**src/rtl/mem_shadow_ctrl.sv**
```systemverilog
`default_nettype none
// ============================================================================
// Module   : mem_shadow_ctrl
// Purpose  : Host read/write controller for a shadow memory, with a streaming
//            preload of the whole array from an initial-image ROM.
// Revision : 1.0 - initial release
// ============================================================================
module mem_shadow_ctrl #(
    parameter int ADDR_W       = 8,
    parameter int DATA_W       = 32,
    parameter int DEPTH        = 256,
    parameter int AUTO_PRELOAD = 1
) (
    input  logic              clk_i,
    input  logic              rst_ni,
    input  logic              req_valid_i,
    output logic              req_ready_o,
    input  logic [1:0]        req_op_i,
    input  logic [ADDR_W-1:0] req_addr_i,
    input  logic [DATA_W-1:0] req_wdata_i,
    output logic              rsp_valid_o,
    input  logic              rsp_ready_i,
    output logic [DATA_W-1:0] rsp_rdata_o,
    output logic              rsp_err_o,
    output logic [ADDR_W-1:0] shadow_addr_o,
    output logic [DATA_W-1:0] shadow_wdata_o,
    output logic              shadow_we_o,
    output logic              shadow_re_o,
    input  logic [DATA_W-1:0] shadow_rdata_i,
    output logic [ADDR_W-1:0] init_addr_o,
    input  logic [DATA_W-1:0] init_rdata_i,
    output logic              busy_o,
    output logic              preload_done_o
);

    typedef enum logic [2:0] {
        S_IDLE     = 3'd0,
        S_RD_ISSUE = 3'd1,
        S_RD_WAIT  = 3'd2,
        S_WR_ISSUE = 3'd3,
        S_RESP     = 3'd4,
        S_PL_RUN   = 3'd5,
        S_PL_LAST  = 3'd6
    } state_t;

    localparam logic [1:0]      c_op_read    = 2'd0;
    localparam logic [1:0]      c_op_write   = 2'd1;
    localparam logic [1:0]      c_op_preload = 2'd2;
    // One extra bit so DEPTH = 2**ADDR_W is representable and never wraps to 0.
    localparam logic [ADDR_W:0] c_depth      = (ADDR_W+1)'(DEPTH);
    localparam logic [ADDR_W:0] c_depth_m1   = (ADDR_W+1)'(DEPTH - 1);
    localparam logic [ADDR_W:0] c_one        = (ADDR_W+1)'(1);

    state_t              r_state;
    logic                r_req_ready;
    logic                r_rsp_valid;
    logic [DATA_W-1:0]   r_rsp_rdata;
    logic                r_rsp_err;
    logic [ADDR_W-1:0]   r_shadow_addr;
    logic [DATA_W-1:0]   r_shadow_wdata;
    logic                r_shadow_we;
    logic                r_shadow_re;
    logic [ADDR_W:0]     r_pl_idx;
    logic                r_pl_rsp;
    logic                r_auto_pend;
    logic                r_preload_done;

    logic                w_in_range;
    logic                w_pl_wr;

    assign w_in_range = ({1'b0, req_addr_i} < c_depth);
    // ROM data arrives one cycle after its address, so it feeds the write port directly.
    assign w_pl_wr    = r_shadow_we && ((r_state == S_PL_RUN) || (r_state == S_PL_LAST));

    always_ff @(posedge clk_i or negedge rst_ni) begin
        if (!rst_ni) begin
            r_state        <= S_IDLE;
            r_req_ready    <= 1'b0;
            r_rsp_valid    <= 1'b0;
            r_rsp_rdata    <= '0;
            r_rsp_err      <= 1'b0;
            r_shadow_addr  <= '0;
            r_shadow_wdata <= '0;
            r_shadow_we    <= 1'b0;
            r_shadow_re    <= 1'b0;
            r_pl_idx       <= '0;
            r_pl_rsp       <= 1'b0;
            r_auto_pend    <= (AUTO_PRELOAD != 0);
            r_preload_done <= 1'b0;
        end else begin
            case (r_state)
                S_IDLE: begin
                    if (r_auto_pend) begin
                        r_auto_pend    <= 1'b0;
                        r_pl_rsp       <= 1'b0;
                        r_pl_idx       <= '0;
                        r_preload_done <= 1'b0;
                        r_req_ready    <= 1'b0;
                        r_state        <= S_PL_RUN;
                    end else if (req_valid_i && r_req_ready) begin
                        r_req_ready <= 1'b0;
                        if (req_op_i == c_op_preload) begin
                            r_pl_rsp       <= 1'b1;
                            r_pl_idx       <= '0;
                            r_preload_done <= 1'b0;
                            r_state        <= S_PL_RUN;
                        end else if ((req_op_i == c_op_read) && w_in_range) begin
                            r_shadow_re   <= 1'b1;
                            r_shadow_addr <= req_addr_i;
                            r_state       <= S_RD_ISSUE;
                        end else if ((req_op_i == c_op_write) && w_in_range) begin
                            r_shadow_we    <= 1'b1;
                            r_shadow_addr  <= req_addr_i;
                            r_shadow_wdata <= req_wdata_i;
                            r_state        <= S_WR_ISSUE;
                        end else begin
                            r_rsp_valid <= 1'b1;
                            r_rsp_rdata <= '0;
                            r_rsp_err   <= 1'b1;
                            r_state     <= S_RESP;
                        end
                    end else begin
                        r_req_ready <= 1'b1;
                    end
                end
                S_RD_ISSUE: begin
                    r_shadow_re   <= 1'b0;
                    r_shadow_addr <= '0;
                    r_state       <= S_RD_WAIT;
                end
                S_RD_WAIT: begin
                    r_rsp_rdata <= shadow_rdata_i;
                    r_rsp_err   <= 1'b0;
                    r_rsp_valid <= 1'b1;
                    r_state     <= S_RESP;
                end
                S_WR_ISSUE: begin
                    r_shadow_we    <= 1'b0;
                    r_shadow_addr  <= '0;
                    r_shadow_wdata <= '0;
                    r_rsp_rdata    <= '0;
                    r_rsp_err      <= 1'b0;
                    r_rsp_valid    <= 1'b1;
                    r_state        <= S_RESP;
                end
                S_RESP: begin
                    if (rsp_ready_i) begin
                        r_rsp_valid <= 1'b0;
                        r_rsp_rdata <= '0;
                        r_rsp_err   <= 1'b0;
                        r_req_ready <= 1'b1;
                        r_state     <= S_IDLE;
                    end
                end
                S_PL_RUN: begin
                    r_shadow_we   <= 1'b1;
                    r_shadow_addr <= r_pl_idx[ADDR_W-1:0];
                    if (r_pl_idx == c_depth_m1) begin
                        r_pl_idx <= '0;
                        r_state  <= S_PL_LAST;
                    end else begin
                        r_pl_idx <= r_pl_idx + c_one;
                    end
                end
                S_PL_LAST: begin
                    r_shadow_we    <= 1'b0;
                    r_shadow_addr  <= '0;
                    r_preload_done <= 1'b1;
                    if (r_pl_rsp) begin
                        r_rsp_valid <= 1'b1;
                        r_rsp_rdata <= '0;
                        r_rsp_err   <= 1'b0;
                        r_state     <= S_RESP;
                    end else begin
                        r_req_ready <= 1'b1;
                        r_state     <= S_IDLE;
                    end
                end
                default: begin
                    r_state <= S_IDLE;
                end
            endcase
        end
    end

    assign req_ready_o    = r_req_ready;
    assign rsp_valid_o    = r_rsp_valid;
    assign rsp_rdata_o    = r_rsp_rdata;
    assign rsp_err_o      = r_rsp_err;
    assign shadow_addr_o  = r_shadow_addr;
    assign shadow_wdata_o = w_pl_wr ? init_rdata_i : r_shadow_wdata;
    assign shadow_we_o    = r_shadow_we;
    assign shadow_re_o    = r_shadow_re;
    assign init_addr_o    = r_pl_idx[ADDR_W-1:0];
    assign busy_o         = (r_state != S_IDLE);
    assign preload_done_o = r_preload_done;

endmodule
`default_nettype wire

```
**config.mk**
```make
export PLATFORM = sky130hd
export DESIGN_NAME = mem_shadow_ctrl
export DESIGN_NICKNAME = d
export VERILOG_FILES = /design/src/rtl/mem_shadow_ctrl.sv
export SDC_FILE = /design/constraint.sdc
export NUM_CORES = 1
export LEC_CHECK = 0
export CAP_MARGIN = 20
export CORE_ASPECT_RATIO = 0.75
export CORE_MARGIN = 2
export CORE_UTILIZATION = 38
export CTS_CLUSTER_DIAMETER = 50
export DETAILED_ROUTE_END_ITERATION = 7
export GPL_ROUTABILITY_DRIVEN = 1
export MAX_ROUTING_LAYER = met4
export PLACE_DENSITY = 0.77
export SLEW_MARGIN = 20
export SYNTH_ARGS = -nofsm -noshare
export SYNTH_HDL_FRONTEND = slang
export SYNTH_SLANG_ARGS = --single-unit
```
**constraint.sdc**
```tcl
create_clock -name clk_i -period 1.6 [get_ports clk_i]
set_input_delay 0.16 -clock clk_i [delete_from_list [all_inputs] [get_ports clk_i]]
set_output_delay 0.16 -clock clk_i [all_outputs]
set_load 0.005 [all_outputs]
```
# Word-level counts from Yosys, hierarchy flattened
# Cells that the tools add are included.
[op_classes]
addsub = 1
mul = 0
n_div = 0
magnitude_cmp = 0
n_eq_ne = 23
shift = 0
muxes = 68
bitwise = 0
n_reduce_logical = 31
[op_table]
columns = ["operator", "count"]
rows = [
  ["32-bit 2-to-1 mux", 13],
  ["32-bit one-hot mux with 5 select lines", 1],
  ["32-bit one-hot mux with 2 select lines", 1],
  ["8-bit 2-to-1 mux", 5],
  ["9-bit 2-to-1 mux", 4],
  ["1-bit 2-to-1 mux", 27],
  ["3-bit 2-to-1 mux", 8],
  ["8-bit one-hot mux with 3 select lines", 1],
  ["2-bit inequality test, second input constant", 10],
  ["3-bit one-hot mux with 6 select lines", 1],
  ["9-bit one-hot mux with 2 select lines", 1],
  ["8-bit AND reduction", 2],
  ["3-bit AND reduction", 5],
  ["6-bit AND reduction", 2],
  ["2-bit nonzero test", 6],
  ["3-bit nonzero test", 4],
  ["5-bit AND reduction", 2],
  ["9-bit by 1-bit adder with 9-bit output, second input constant", 1],
  ["3-bit == test, second input constant", 3],
  ["9-bit by 8-bit == test with 1-bit output, second input constant", 1],
  ["3-bit inequality test, second input constant", 3],
  ["1-bit one-hot mux with 4 select lines", 2],
  ["3-bit by 2-bit == test with 1-bit output, second input constant", 2],
  ["1-bit one-hot mux with 3 select lines", 2],
  ["13 further kinds", 16],
]
[totals]
register_bits = 92
latch_bits = 0
mem_bits_rw = 0
rom_bits = 0
out_inout_bits = 87
wordCells = 136
n_memories = 0

# Longest topological paths before layout
# Gate-level depths: netlist of the first run.
[depth]
word_depth = 7
mapped_depth = 7

# Worst setup path before layout of the first run
# Ideal clock, no wire load.
[synth_timing]
path_type = "reg-to-output"
startpoint = "register r_state[2]"
endpoint = "output port shadow_wdata_o[10]"
arrival_ns = 1.482
path_slack_ns = -0.042
stages_incl_launch_ff = 6
path_cell_list = "dfrtp_1 buf_2 inv_1 nor3_2 buf_4 mux2_2"
[synth_via]
elab_chain_len = 4
[synth_lines]
columns = ["element", "line", "source"]
rows = [
  ["start, declared", "54", "state_t r_state;"],
  ["start signal, assigned", "77", "r_state <= S_IDLE;"],
  ["start signal, assigned", "99", "r_state <= S_PL_RUN;"],
  ["start signal, assigned", "106", "r_state <= S_PL_RUN;"],
  ["3-bit == test", "73", "assign w_pl_wr = r_shadow_we && ((r_state == S_PL_RUN) || (r_state == S_PL_LAST));"],
  ["1-bit logical OR (*)", "73", ""],
  ["1-bit logical AND (*)", "73", ""],
  ["32-bit 2-to-1 mux (*)", "191", "assign shadow_wdata_o = w_pl_wr ? init_rdata_i : r_shadow_wdata;"],
  ["end, declared", "26", "output logic [DATA_W-1:0] shadow_wdata_o,"],
]
# Mark *: on every way between the ends. The rest lies on a longest branch, timed or not.

# Worst setup path after layout of the first run
[layout_timing]
startpoint = "register r_state[1]"
endpoint = "output port shadow_wdata_o[9]"
# The elaborated chain is that of the path after synthesis.

==> impl_metrics.json, run 1 <==
{
  "row_count": 33,
  "cts_sinks": 92,
  "synthTopCellsByCount": "dfrtp_1, nand2_1, a22o_1",
  "critPathKind": "flip-flop to primary output",
  "crit_top_cell": "buf_6",
  "cp.arrival_ns": 1.81,
  "cts_tree": "done",
  "whs_ns": 0.2489,
  "dr.pass1.iters": 4,
  "fin_crit_sh": 1.230,
  "end_kind": "primary output",
  "fillers": 804,
  "cp_cell_sequence": "xnor2_2 > nor3_4 > buf_6 > buf_12 > mux2_4 > buf_6",
  "maxCapViolCount": 0,
  "die_h_um": 97.05,
  "synth_seq_cells": 92,
  "hold_viol": 0,
  "synth_area_leaders": "dfrtp_1, mux2_2, nand2_1",
  "synth_compound_area_frac": 0.1908,
  "synth_top_family_by_area": "compound AO/OA/AOI/OAI gates",
  "m1WireLength_um": 6362,
  "synth_area_leader_cell": "dfrtp_1",
  "insertion_delay_ns": 0.33,
  "crit_fanout": 8,
  "route.vias.total": 4213,
  "die_area_mm2": 0.01243,
  "hold_class": "input port to async pin",
  "antenna_found_initial": 0,
  "gp_congestion": 0.8339,
  "rsz0062_at_grt": "yes",
  "grt_pass1_vias": 4301,
  "ant_nets": 0,
  "slew_violations": 0,
  "grt_max_degree": 65,
  "p_int_mw": 9.813,
  "power.leakage_nw": 3.603,
  "required_ns": 1.44,
  "synth_top_area_share": 0.5191,
  "final_nets": 778,
  "synth-simple-area-share": 0.1301,
  "grt_pass1_wl_um": 22090,
  "relSlewSlack": 0.7364,
  "postPlaceCellArea_mm2": 0.006656,
  "area_growth_pct": 78.75,
  "async_reset_ff_frac": 1.000,
  "antenna_cells": 0,
  "clk_pin_slew_ns": 0.07,
  "violations": "setup timing",
  "synth_fp_nets": 534,
  "fmax_ghz": 0.5081,
  "synth_xor_xnor_area_share": 0.001997,
  "finClkSkew_ns": 0.008857,
  "place_hpwl_um": 9020,
  "swShare": 0.3276,
  "drc_errors": 0,
  "wl_met3_um": 921,
  "start_kind": "flip-flop",
  "yosysUniqueCellTypes": 49,
  "synthAdderAreaFrac": 0.005134,
  "cts_buffers": 9,
  "pwr-share-seq": 0.265,
  "top_layer": "met4",
  "routedWlPerCell_um": 18.32,
  "core_mm2": 0.01111,
  "track_usage": 0.2286,
  "synth_warnings": 0,
  "comb_power_share": 0.583,
  "power.switching_mw": 4.780,
  "clkPwrFrac": 0.153,
  "cts-root-buf": "clkbuf_16",
  "synth-main-ff-cell": "dfrtp_1",
  "initial_core_util": 0.3950,
  "seq_area_frac_synth": 0.5251,
  "clockBufferDepth": 2,
  "io_pins": 197,
  "wl_um": 14880,
  "status": "finished with violations",
  "irDropWorstVdd_mv": 1.112,
  "cts-htree-levels": 3,
  "drive_above_1_share": 0.2723,
  "synth.area.mux_share": 0.08671,
  "cp_slowest_cell": "dfrtp_1",
  "stdcell_area_mm2": 0.007841,
  "critPathBufInv": 3,
  "portBuffers": 196,
  "cp_top_family": "flip-flops",
  "powerDensity_mw_per_mm2": 1861,
  "period_minus_slack_ns": 1.968,
  "worst_pin_slew_ns": 0.3912,
  "synth_cells": 423,
  "synth-edff-count": 0,
  "via_per_inst": 5.188,
  "route.met2.wl_um": 7382,
  "setup_viol": 115,
  "syn_area_per_cell_um2": 10.37,
  "max_stage_delay_ns": 0.42,
  "drt_iter0_drc": 164,
  "pre_cts_slack_ns": -0.3154,
  "syn_area_mm2": 0.004387,
  "grt-ovfl-total": 0,
  "die-width_um": 128.1,
  "worst_slack_ns": -0.3680,
  "yosys.cell_count.top_type": "dfrtp_1"
}
placed cells by master (no fill, tap or decap), types with 4 or more instances in the layout:
cell,Yosys,final
mux2_4,0,32
buf_4,12,42
o21ai_1,32,39
nor2_1,13,9
a22oi_1,8,8
a22o_1,33,33
buf_12,0,10
nand3_1,5,5
clkdlybuf4s50_1,0,162
a31oi_1,7,7
dfrtp_1,91,91
o21ai_0,19,9
nand2_1,83,81
a21oi_1,6,4
buf_16,0,5
inv_1,4,4
clkbuf_16,0,12
buf_6,5,47
cells by family after synthesis:
kind of cell,Yosys count
AND/OR/NAND/NOR,126
AO/OA/AOI/OAI,124
flip-flops,92
buffers and inverters,44
multiplexers,34
adder cells (fa/ha/maj),2
XOR/XNOR,1
power groups by stage:
stage | Clock, mW | Sequential [mW] | Combinational, mW
2_1_floorplan | 0 | 3.77 | 2.79
6_report | 2.23 | 3.86 | 8.50
3_5_place_dp | 0 | 3.82 | 5.97
3_3_place_gp | 0 | 3.82 | 5.79
5_1_grt | 2.39 | 3.97 | 9.05
4_1_cts | 2.27 | 3.84 | 8.04
layout make-up:
cell class                      count  area, um2  area share
Multi-Input combinational cell    287       2110      0.2690
Inverter                            5      18.77    0.002393
Clock buffer                       11      252.7     0.03223
Tap cell                          140      175.2     0.02234
Sequential cell                    92       2303      0.2938
Clock inverter                      5      67.56    0.008617
Timing Repair Buffer              272       2914      0.3716
timing repair:
item / CTS / global route
resized for setup: 238 / 35
hold buffers: 1 / 0
endpoints found under the hold margin: 18 / 0
setup buffers: 18 / 12
gates cloned: 7 / 7
pin swaps: 9 / 13
setup endpoints to repair: 110 / 119
stage by stage:
stage / cells / total power [mW] / TNS (ns) / utilization
2_1_floorplan: 423 / 6.562 / 0 / -
3_3_place_gp: 761 / 9.607 / -23.01 / 0.5993
3_5_place_dp: 761 / 9.787 / -24.97 / 0.5993
4_1_cts: 801 / 14.15 / -33.34 / 0.6892
5_1_grt: 812 / 15.42 / -29.64 / 0.7060
6_report: 812 / 14.59 / -22.83 / 0.7060
final timing paths:
check	startpoint	to	slack, ns	depth (start not counted)
min in group clk_i	req_wdata_i[11]	r_shadow_wdata[11]$_DFFE_PN0P_	0.37	3
setup / recovery	r_state[1]$_DFFE_PN0P_	shadow_wdata_o[9]	-0.37	6
setup reg to reg	r_state[0]$_DFFE_PN0P_	rsp_rdata_o[14]$_DFFE_PN0P_	-0.20	9
hold reg to reg	rsp_err_o$_DFFE_PN0P_	rsp_err_o$_DFFE_PN0P_	0.49	1
hold / removal	rst_ni	shadow_re_o$_DFFE_PN0P_	0.25	2
max in group asynchronous	rst_ni	r_shadow_wdata[5]$_DFFE_PN0P_	0.80	3
sequential cells by signal (all words and copies together) (netlist names):
| name | flops |
|---|---|
| preload_done_o | 1 |
| r_auto_pend | 1 |
| r_pl_idx | 9 |
| r_pl_rsp | 1 |
| r_shadow_wdata | 32 |
| r_state | 3 |
| req_ready_o | 1 |
| rsp_err_o | 1 |
| rsp_rdata_o | 32 |
| rsp_valid_o | 1 |
| shadow_addr_o | 8 |
| shadow_re_o | 1 |
| shadow_we_o | 1 |
routing by layer:
metal | global-route usage | vias up
li1 | - | 1991
met1 | 0.2842 | 2048
met2 | 0.3858 | 160
met3 | 0.05011 | 14
met4 | 0.04818 | 0
met5 | - | -
Note: power is estimated with default switching activity, not from simulation.
==> run 2: changes to the inputs <==
Settings changed: SKIP_LAST_GASP from default to 1.
==> run 2 against run 1 <==
The flow still finishes with violations (setup timing); die area unchanged; power grew 0.13%; via count about the same; largest power group unchanged.
==> impl_metrics.json, run 2 (synthesis gave the netlist of run 1 again) <==
{
  "initial_core_util": 0.3950,
  "grt-ovfl-total": 0,
  "dr.pass1.iters": 4,
  "row_count": 33,
  "antenna_cells": 0,
  "portBuffers": 196,
  "maxCapViolCount": 0,
  "antenna_found_initial": 0,
  "worst_slack_ns": -0.3668,
  "ant_nets": 0,
  "wl_um": 14810,
  "gp_congestion": 0.8339,
  "core_mm2": 0.01111,
  "fmax_ghz": 0.5084,
  "cts_buffers": 9,
  "power.leakage_nw": 3.600,
  "drive_above_1_share": 0.2672,
  "powerDensity_mw_per_mm2": 1867,
  "setup_tns_ns": -22.72,
  "start_kind": "flip-flop",
  "via_per_inst": 5.196,
  "die-width_um": 128.1,
  "cts-root-buf": "clkbuf_16",
  "irDropWorstVdd_mv": 1.072,
  "period_minus_slack_ns": 1.967,
  "final_nets": 776,
  "hold_class": "input port to async pin",
  "route.vias.total": 4209,
  "cts_tree": "done",
  "routedWlPerCell_um": 18.29,
  "rsz0062_at_grt": "yes",
  "worst_pin_slew_ns": 0.3714,
  "relSlewSlack": 0.7515,
  "slew_violations": 0,
  "critPathKind": "flip-flop to primary output",
  "place_hpwl_um": 9020,
  "clockBufferDepth": 2,
  "track_usage": 0.2282,
  "status": "finished with violations",
  "grt_pass1_wl_um": 22070,
  "die_area_mm2": 0.01243,
  "grt_pass1_vias": 4332,
  "grt_max_degree": 65,
  "fin_crit_sh": 1.229,
  "cts_sinks": 92,
  "required_ns": 1.44,
  "layout_common_cells": "clkdlybuf4s50_1, dfrtp_1, nand2_1, buf_6, buf_4",
  "cts-htree-levels": 3,
  "clk_pin_slew_ns": 0.07,
  "insertion_delay_ns": 0.33,
  "cp.arrival_ns": 1.81,
  "finClkSkew_ns": 0.006999,
  "area_growth_pct": 78.47,
  "crit_fanout": 8,
  "violations": "setup timing",
  "io_pins": 197,
  "hold_viol": 0,
  "end_kind": "primary output",
  "layout_commonest_cell": "clkdlybuf4s50_1",
  "drc_errors": 0,
  "setup_viol": 114,
  "die_h_um": 97.05,
  "whs_ns": 0.2486,
  "drt_iter0_drc": 137
}
run 2: changes by cell type in the layout (fill, tap and decap cells not counted), sizes merged:
cell / before / now
dlygate4sd2: 0 / 1
buf: 105 / 103
clkdlybuf4s15: 1 / 0
run 2: worst paths after layout:
path / depth (start not counted) / slack [ns] / startpoint / to
setup / recovery: 6 / -0.37 / r_state[1]$_DFFE_PN0P_ / shadow_wdata_o[15]
hold / removal: 2 / 0.25 / rst_ni / shadow_re_o$_DFFE_PN0P_
setup reg to reg: 7 / -0.24 / r_state[0]$_DFFE_PN0P_ / rsp_rdata_o[19]$_DFFE_PN0P_
hold reg to reg: 1 / 0.49 / rsp_err_o$_DFFE_PN0P_ / rsp_err_o$_DFFE_PN0P_
max in group asynchronous: 3 / 0.79 / rst_ni / r_shadow_wdata[5]$_DFFE_PN0P_
min in group clk_i: 3 / 0.37 / req_wdata_i[15] / r_shadow_wdata[15]$_DFFE_PN0P_
run 2: final cells by class:
class                      instances  area (um2)
inverter                           5       18.77
timing repair buffer             270        2917
clock buffer                      11       252.7
tap                              140       175.2
sequential                        92        2303
clock inverter                     5       67.56
fill                             802        3278
multi-input combinational        287        2095
run 2: what timing repair did:
item,4_1_cts,5_1_grt
hold buffers,1,0
setup endpoints to repair,110,120
setup buffers,18,10
pin swaps,4,14
gates cloned,7,7
hold endpoints to repair,18,0
resized for setup,221,42
run 2: critical path, stage by stage (launching register included):
cell and delay (ns):
dfrtp_1 0.42, xnor2_2 0.17, nor3_4 0.16, buf_6 0.15
buf_12 0.14, mux2_4 0.31, buf_6 0.12
run 2: metrics by stage:
step	cells	utilization	power, mW	worst slack (ns)	cell area [um2]
2_1_floorplan	423	-	6.562	0.001001	4395
3_3_place_gp	761	0.5993	9.607	-0.2658	6656
3_5_place_dp	761	0.5993	9.787	-0.3154	6656
4_1_cts	801	0.6868	14.11	-0.5130	7629
5_1_grt	810	0.7049	15.42	-0.4304	7829
6_report	810	0.7049	14.61	-0.3668	7829
run 2: routing by layer:
| layer | GRT usage | vias to the layer above | routed length [um] |
|---|---|---|---|
| met2 | 0.3838 | 176 | 7252 |
| met1 | 0.2833 | 2035 | 6361 |
| met5 | - | - | 0 |
| met4 | 0.05241 | 0 | 231 |
| met3 | 0.04956 | 18 | 965 |
| li1 | - | 1980 | - |
run 2: where the power goes:
group	leakage, nW	switching [mW]	internal [mW]
Combinational	2.25	3.24	5.29
Sequential	1.20	0.611	3.25
Clock	0.158	0.911	1.32
==> variant 1 (flow settings as in run 1) <==
The parameter `AUTO_PRELOAD` goes from 1 to 0.
--- a/src/rtl/mem_shadow_ctrl.sv
+++ b/src/rtl/mem_shadow_ctrl.sv
@@ -11,3 +11,3 @@
     parameter int DEPTH        = 256,
-    parameter int AUTO_PRELOAD = 1
+    parameter int AUTO_PRELOAD = 0
 ) (
Function: changed (a bounded check fails within 4 cycles, from zero or initial values and one cycle with rst_ni low).
==> variant 1 against run 1 <==
The run still ends with setup timing left; power is 3.6% lower; area after synthesis is 1.3% higher; highest routed layer unchanged; sequential cell count is 1 lower; synthesized cell count is 6.9% lower; worst setup slack worse by 0.081 ns; final area is 0.38% lower; combinational power is 2.5% lower; clock power is 11% lower; critical endpoint is now shadow_wdata_o[28]; wire length is 1.2% lower; largest power group unchanged; non-clock buffer count is 7 lower; register-to-register slack worse by 0.12 ns.
==> variant 1: results (changes against run 1) <==
| Metric | Value |
|---|---|
| Status | finished with violations |
| Unique masters post-synth | 47 (-4.1%) |
| R2R cell count | 5 (-4) |
| Vias in the first global route | 4297 (-0.093%) |
| Hold crit path type | in -> reg |
| Initial DRC Count | 142 (-13%) |
| Net switching power | 4.66 mW (-2.4%) |
| Sequential area share after synthesis | 0.513 (-0.0124) |
| DR pass1 iterations | 6 (+2) |
| Final setup viols | 118 (+2.6%) |
| Clock Skew | 0.00552 ns (-0.00334 ns) |
| Critical path's top delay family | buffers and inverters |
| Detailed Place HPWL | 8.72 mm (-3.3%) |
| WL final | 14.7 mm (-1.2%) |
| Largest net degree at the start of global routing | 92 (+42%) |
| Flop-to-flop setup slack | -0.32 ns (-0.12 ns) |
| First-pass GRT wire length | 22.5 mm (+2.0%) |
| Failing checks | setup timing |
| P_leak | 3.56 nW (-1.2%) |
| Slowest-stage cell, CP | dfrtp_2 |
| Slack of the critical path | -0.449 ns (-0.0811 ns) |
| Dpl cell area | 0.00676 mm2 (+1.5%) |
| WHS | 0.382 ns (+0.134 ns) |
| Top cells by instance count after synthesis | 91 x dfrtp_1, 42 x nand2_1, 41 x a22o_1, 35 x inv_1, 33 x mux2_2 |
| Syn_nets | 505 (-5.4%) |
| Fill cells | 838 (+4.2%) |
| Rel. slew slack | 0.670 (-0.0661) |
==> variant 1: cell types whose count changed in the layout (fill, tap and decap cells not counted), moves of 9 or more <==
cell / run 1 / this run
inv_1: 4 / 35
mux2i_1: 1 / 27
o21ai_0: 9 / 0
nand2_1: 81 / 41
o21ai_1: 39 / 4
==> variant 1: per-stage QoR <==
step,std cells,power (mW)
4_1_cts,788,13.9
6_report,785,14.1
3_5_place_dp,736,10.2
5_1_grt,785,14.8
2_1_floorplan,394,6.89
3_3_place_gp,736,9.91
==> variant 1: power by group through the flow <==
stage	Sequential, mW	Combinational (mW)	Clock (mW)
2_1_floorplan	3.69	3.19	0
3_3_place_gp	3.76	6.15	0
3_5_place_dp	3.77	6.38	0
4_1_cts	3.77	8.11	2.03
5_1_grt	3.90	8.81	2.12
6_report	3.80	8.29	1.99
==> variant 1: path summary, 6_finish.rpt <==
check                                             from                        endpoint
hold / removal                         req_wdata_i[21]  r_shadow_wdata[21]$_DFFE_PN0P_
setup / recovery                r_state[0]$_DFFE_PN0P_              shadow_wdata_o[28]
hold reg to reg            rsp_rdata_o[26]$_DFFE_PN0P_     rsp_rdata_o[26]$_DFFE_PN0P_
min in group asynchronous                       rst_ni     rsp_rdata_o[11]$_DFFE_PN0P_
setup reg to reg                r_state[0]$_DFFE_PN0P_    shadow_addr_o[4]$_DFFE_PN0P_
max in group asynchronous                       rst_ni          r_state[0]$_DFFE_PN0P_
==> variant 1: logic make-up after synthesis <==
logic type / count (synthesis) / share of synthesized area
flip-flops: 91 / 0.513
multiplexers: 73 / 0.183
buffers and inverters: 71 / 0.0755
AND/OR/NAND/NOR: 76 / 0.0811
XOR/XNOR: 2 / 0.00564
AO/OA/AOI/OAI: 80 / 0.139
adder cells (fa/ha/maj): 1 / 0.00282
==> variant 1: metal layers <==
layer	global-route usage	wire length, um	vias up
li1	-	-	1865
met4	0.0510	208	0
met3	0.0628	1120	15
met2	0.396	7340	173
met5	-	0	-
met1	0.293	6020	1950
==> variant 1: worst reg2reg max path, stage by stage (launching register included) <==
cell     delay [ns]
dfrtp_2        0.44
buf_4          0.18
or3_4          0.41
o31a_1         0.33
buf_12         0.16
mux2_4         0.29
==> variant 1: timing repair <==
item,4_1_cts,5_1_grt
setup endpoints to repair,110,123
setup buffers,23,5
pin swaps,13,14
hold buffers,1,0
gates resized for setup,217,31
hold endpoints to repair,91,0
cloned,12,0
==> variant 1: cell type report <==
class | instances | area [um2] | share of cell area
clock buffers | 11 | 243 | 0.0311
multi-input cells | 233 | 2110 | 0.270
repair buffers | 265 | 2830 | 0.362
inverters | 36 | 138 | 0.0176
well taps | 144 | 180 | 0.0231
flip-flops and latches | 91 | 2280 | 0.292
clock inverters | 5 | 37.5 | 0.00481
==> variant 2 (settings of run 1) <==
Without the edit above. Encoding of `state_t`: now Gray code (3 bits for 7 states).
--- a/src/rtl/mem_shadow_ctrl.sv
+++ b/src/rtl/mem_shadow_ctrl.sv
@@ -36,9 +36,9 @@
     typedef enum logic [2:0] {
-        S_IDLE     = 3'd0,
-        S_RD_ISSUE = 3'd1,
-        S_RD_WAIT  = 3'd2,
-        S_WR_ISSUE = 3'd3,
-        S_RESP     = 3'd4,
-        S_PL_RUN   = 3'd5,
-        S_PL_LAST  = 3'd6
+        S_IDLE     = 3'b000,
+        S_RD_ISSUE = 3'b001,
+        S_RD_WAIT  = 3'b011,
+        S_WR_ISSUE = 3'b010,
+        S_RESP     = 3'b110,
+        S_PL_RUN   = 3'b111,
+        S_PL_LAST  = 3'b101
     } state_t;
Formal check against the unedited RTL: no difference found for any inputs over 4 cycles, from zero or initial values and one cycle with rst_ni low; so few cycles prove little.
==> variant 2 against run 1 <==
The flow still finishes with violations (setup timing); sequential share of layout area is 0.60 points higher; area after synthesis up 2.1%; sequential cell count did not move; die area rose by 2.0%; wire length shrank 7.5%; final area shrank 1.8%; worst setup slack gained 0.14 ns; power down 6.6%; critical path type unchanged; largest power group unchanged.
==> variant 2: results (changes against run 1) <==
| Metric | Value |
|---|---|
| Status | finished with violations |
| Failing checks | setup timing |
| Multiplexer share of the synthesized area | 0.155 (+0.0678) |
| Top cells by instance count after synthesis | 91 x dfrtp_1, 41 x inv_1, 41 x nand2_1, 33 x a22o_1, 33 x mux2_2 |
| First-pass GRT wire length | 21.4 mm (-3.3%) |
| Crit path DAT | 1.67 ns (-0.14 ns) |
| DP Cell Count | 784 (+3.0%) |
| Detailed Place HPWL | 9.51 mm (+5.5%) |
| Synth Area in XOR/XNOR | 0.00615 (+0.00415) |
| CP endpoint | shadow_wdata_o[2] |
| R2R cell count | 8 (-1) |
| Placer Congestion | 0.881 (+5.6%) |
| Switching Share | 0.340 (+0.0121) |
| Setup tns final | -7.14 ns (+15.69 ns) |
| Layout cell share with drive strength beyond 1 | 0.256 (-0.0162) |
| Avg Vias per Cell | 5.00 (-3.6%) |
| Reg2reg end | r_pl_idx[6]$_DFFE_PN0P_ |
| Largest net degree at the start of global routing | 42 (-35%) |
| Slowest stage delay, CP | 0.42 ns (about the same) |
| Dpl ws | -0.248 ns (+0.0675 ns) |
| Unique masters post-synth | 45 (-8.2%) |
| Clk buf depth | 2 (unchanged) |
| Max Cap Violations | 0 (unchanged) |
| Setup bufs post-CTS | 10 (-8) |
| Post-layout nets | 762 (-2.1%) |
| Vias in the first global route | 4229 (-1.7%) |
| Slack of the critical path | -0.231 ns (+0.137 ns) |
| Number of CTS-inserted buffers | 9 (unchanged) |
| P_leak | 3.62 nW (+0.46%) |
| Most used flip-flop cell after synthesis | dfrtp_1 |
| Sequential area share after synthesis | 0.515 (-0.0106) |
| Top area cells in the synthesized netlist | dfrtp_1 51%, mux2_2 8.3%, mux2i_1 7.2% |
| Net switching power | 4.63 mW (-3.2%) |
| GRT met1 Usage | 0.282 (-0.00189) |
| Clk slew on worst S/H paths | 0.07 ns (about the same) |
| Initial DRC Count | 248 (+51%) |
| Clock Skew | 0.00393 ns (-0.00493 ns) |
| Syn_nets | 523 (-2.1%) |
| Post-synthesis compound-gate area fraction | 0.154 (-0.0368) |
| Vias | 4092 (-2.9%) |
| Final setup viols | 95 (-17%) |
| Synth Area in Adders | 0.00279 (-0.00234) |
| Rel. slew slack | 0.720 (-0.0160) |
| Dpl cell area | 0.00692 mm2 (+3.9%) |
| Post-CTS sizing | 174 (-27%) |
| CTS Hold Buffers Added | 1 (unchanged) |
| CP Max Fanout | 7 (-1) |
| M3 GR Usage | 0.0515 (+0.00140) |
| Mapped Cells | 412 (-2.6%) |
| Worst VDD drop | 885 uV (-20%) |
| Met2 Track Usage GR | 0.361 (-0.0247) |
| Mean routed wirelength per cell | 16.8 um (-8.1%) |
| Post-synthesis async set-or-reset flop share | 1.00 (unchanged) |
| Flop-to-flop setup slack | -0.14 ns (+0.06 ns) |
| Total GRT Usage | 0.220 (-0.00842) |
| Hold crit path type | in -> async |
| Slowest-stage cell, CP | dfrtp_2 |
| Number of diodes | 0 (unchanged) |
==> variant 2: worst max-delay path: cells and delay by family, from the launching register on <==
kind | cells | cell delay [ns]
DFF | 1 | 0.42
and+or+nand+nor | 1 | 0.11
muxes | 1 | 0.33
buffers and inverters | 4 | 0.46
==> variant 2: power groups by stage <==
| stage | clock network, mW | registers, mW | logic (mW) |
|---|---|---|---|
| global route | 2.52 | 3.92 | 8.05 |
| global placement | 0 | 3.77 | 6.50 |
| CTS | 2.41 | 3.79 | 6.89 |
| finish | 2.37 | 3.82 | 7.44 |
| detailed placement | 0 | 3.80 | 6.73 |
| floorplan | 0 | 3.77 | 3.37 |
==> variant 2: worst min-delay path by stage <==
| stage | start | end | slack (ns) | cells after the start |
|---|---|---|---|---|
| 6_report | rst_ni | shadow_addr_o[1]$_DFFE_PN0P_ | 0.28 | 2 |
| 5_1_grt | rst_ni | shadow_addr_o[1]$_DFFE_PN0P_ | 0.30 | 2 |
| 4_1_cts | rst_ni | shadow_addr_o[1]$_DFFE_PN0P_ | 0.28 | 2 |
| 3_5_place_dp | rst_ni | shadow_addr_o[1]$_DFFE_PN0P_ | 0.1 | 1 |
| 3_3_place_gp | rst_ni | shadow_addr_o[0]$_DFFE_PN0P_ | 0.09 | 1 |
| 2_1_floorplan | rst_ni | preload_done_o$_DFFE_PN0P_ | -0.14 | 0 |
==> variant 2: layout make-up <==
class / instances / area [um2]
multi-input combinational: 246 / 2010
tap: 162 / 203
sequential: 92 / 2310
fill: 894 / 3830
clock inverter: 6 / 95.1
clock buffer: 10 / 239
inverter: 42 / 158
timing repair buffer: 260 / 2690
==> variant 2: routing by layer <==
metal | vias to the layer above | part of all wire
met5 | - | 0
met4 | 0 | 0.0098
met3 | 17 | 0.066
met2 | 156 | 0.48
met1 | 2009 | 0.44
li1 | 1910 | -
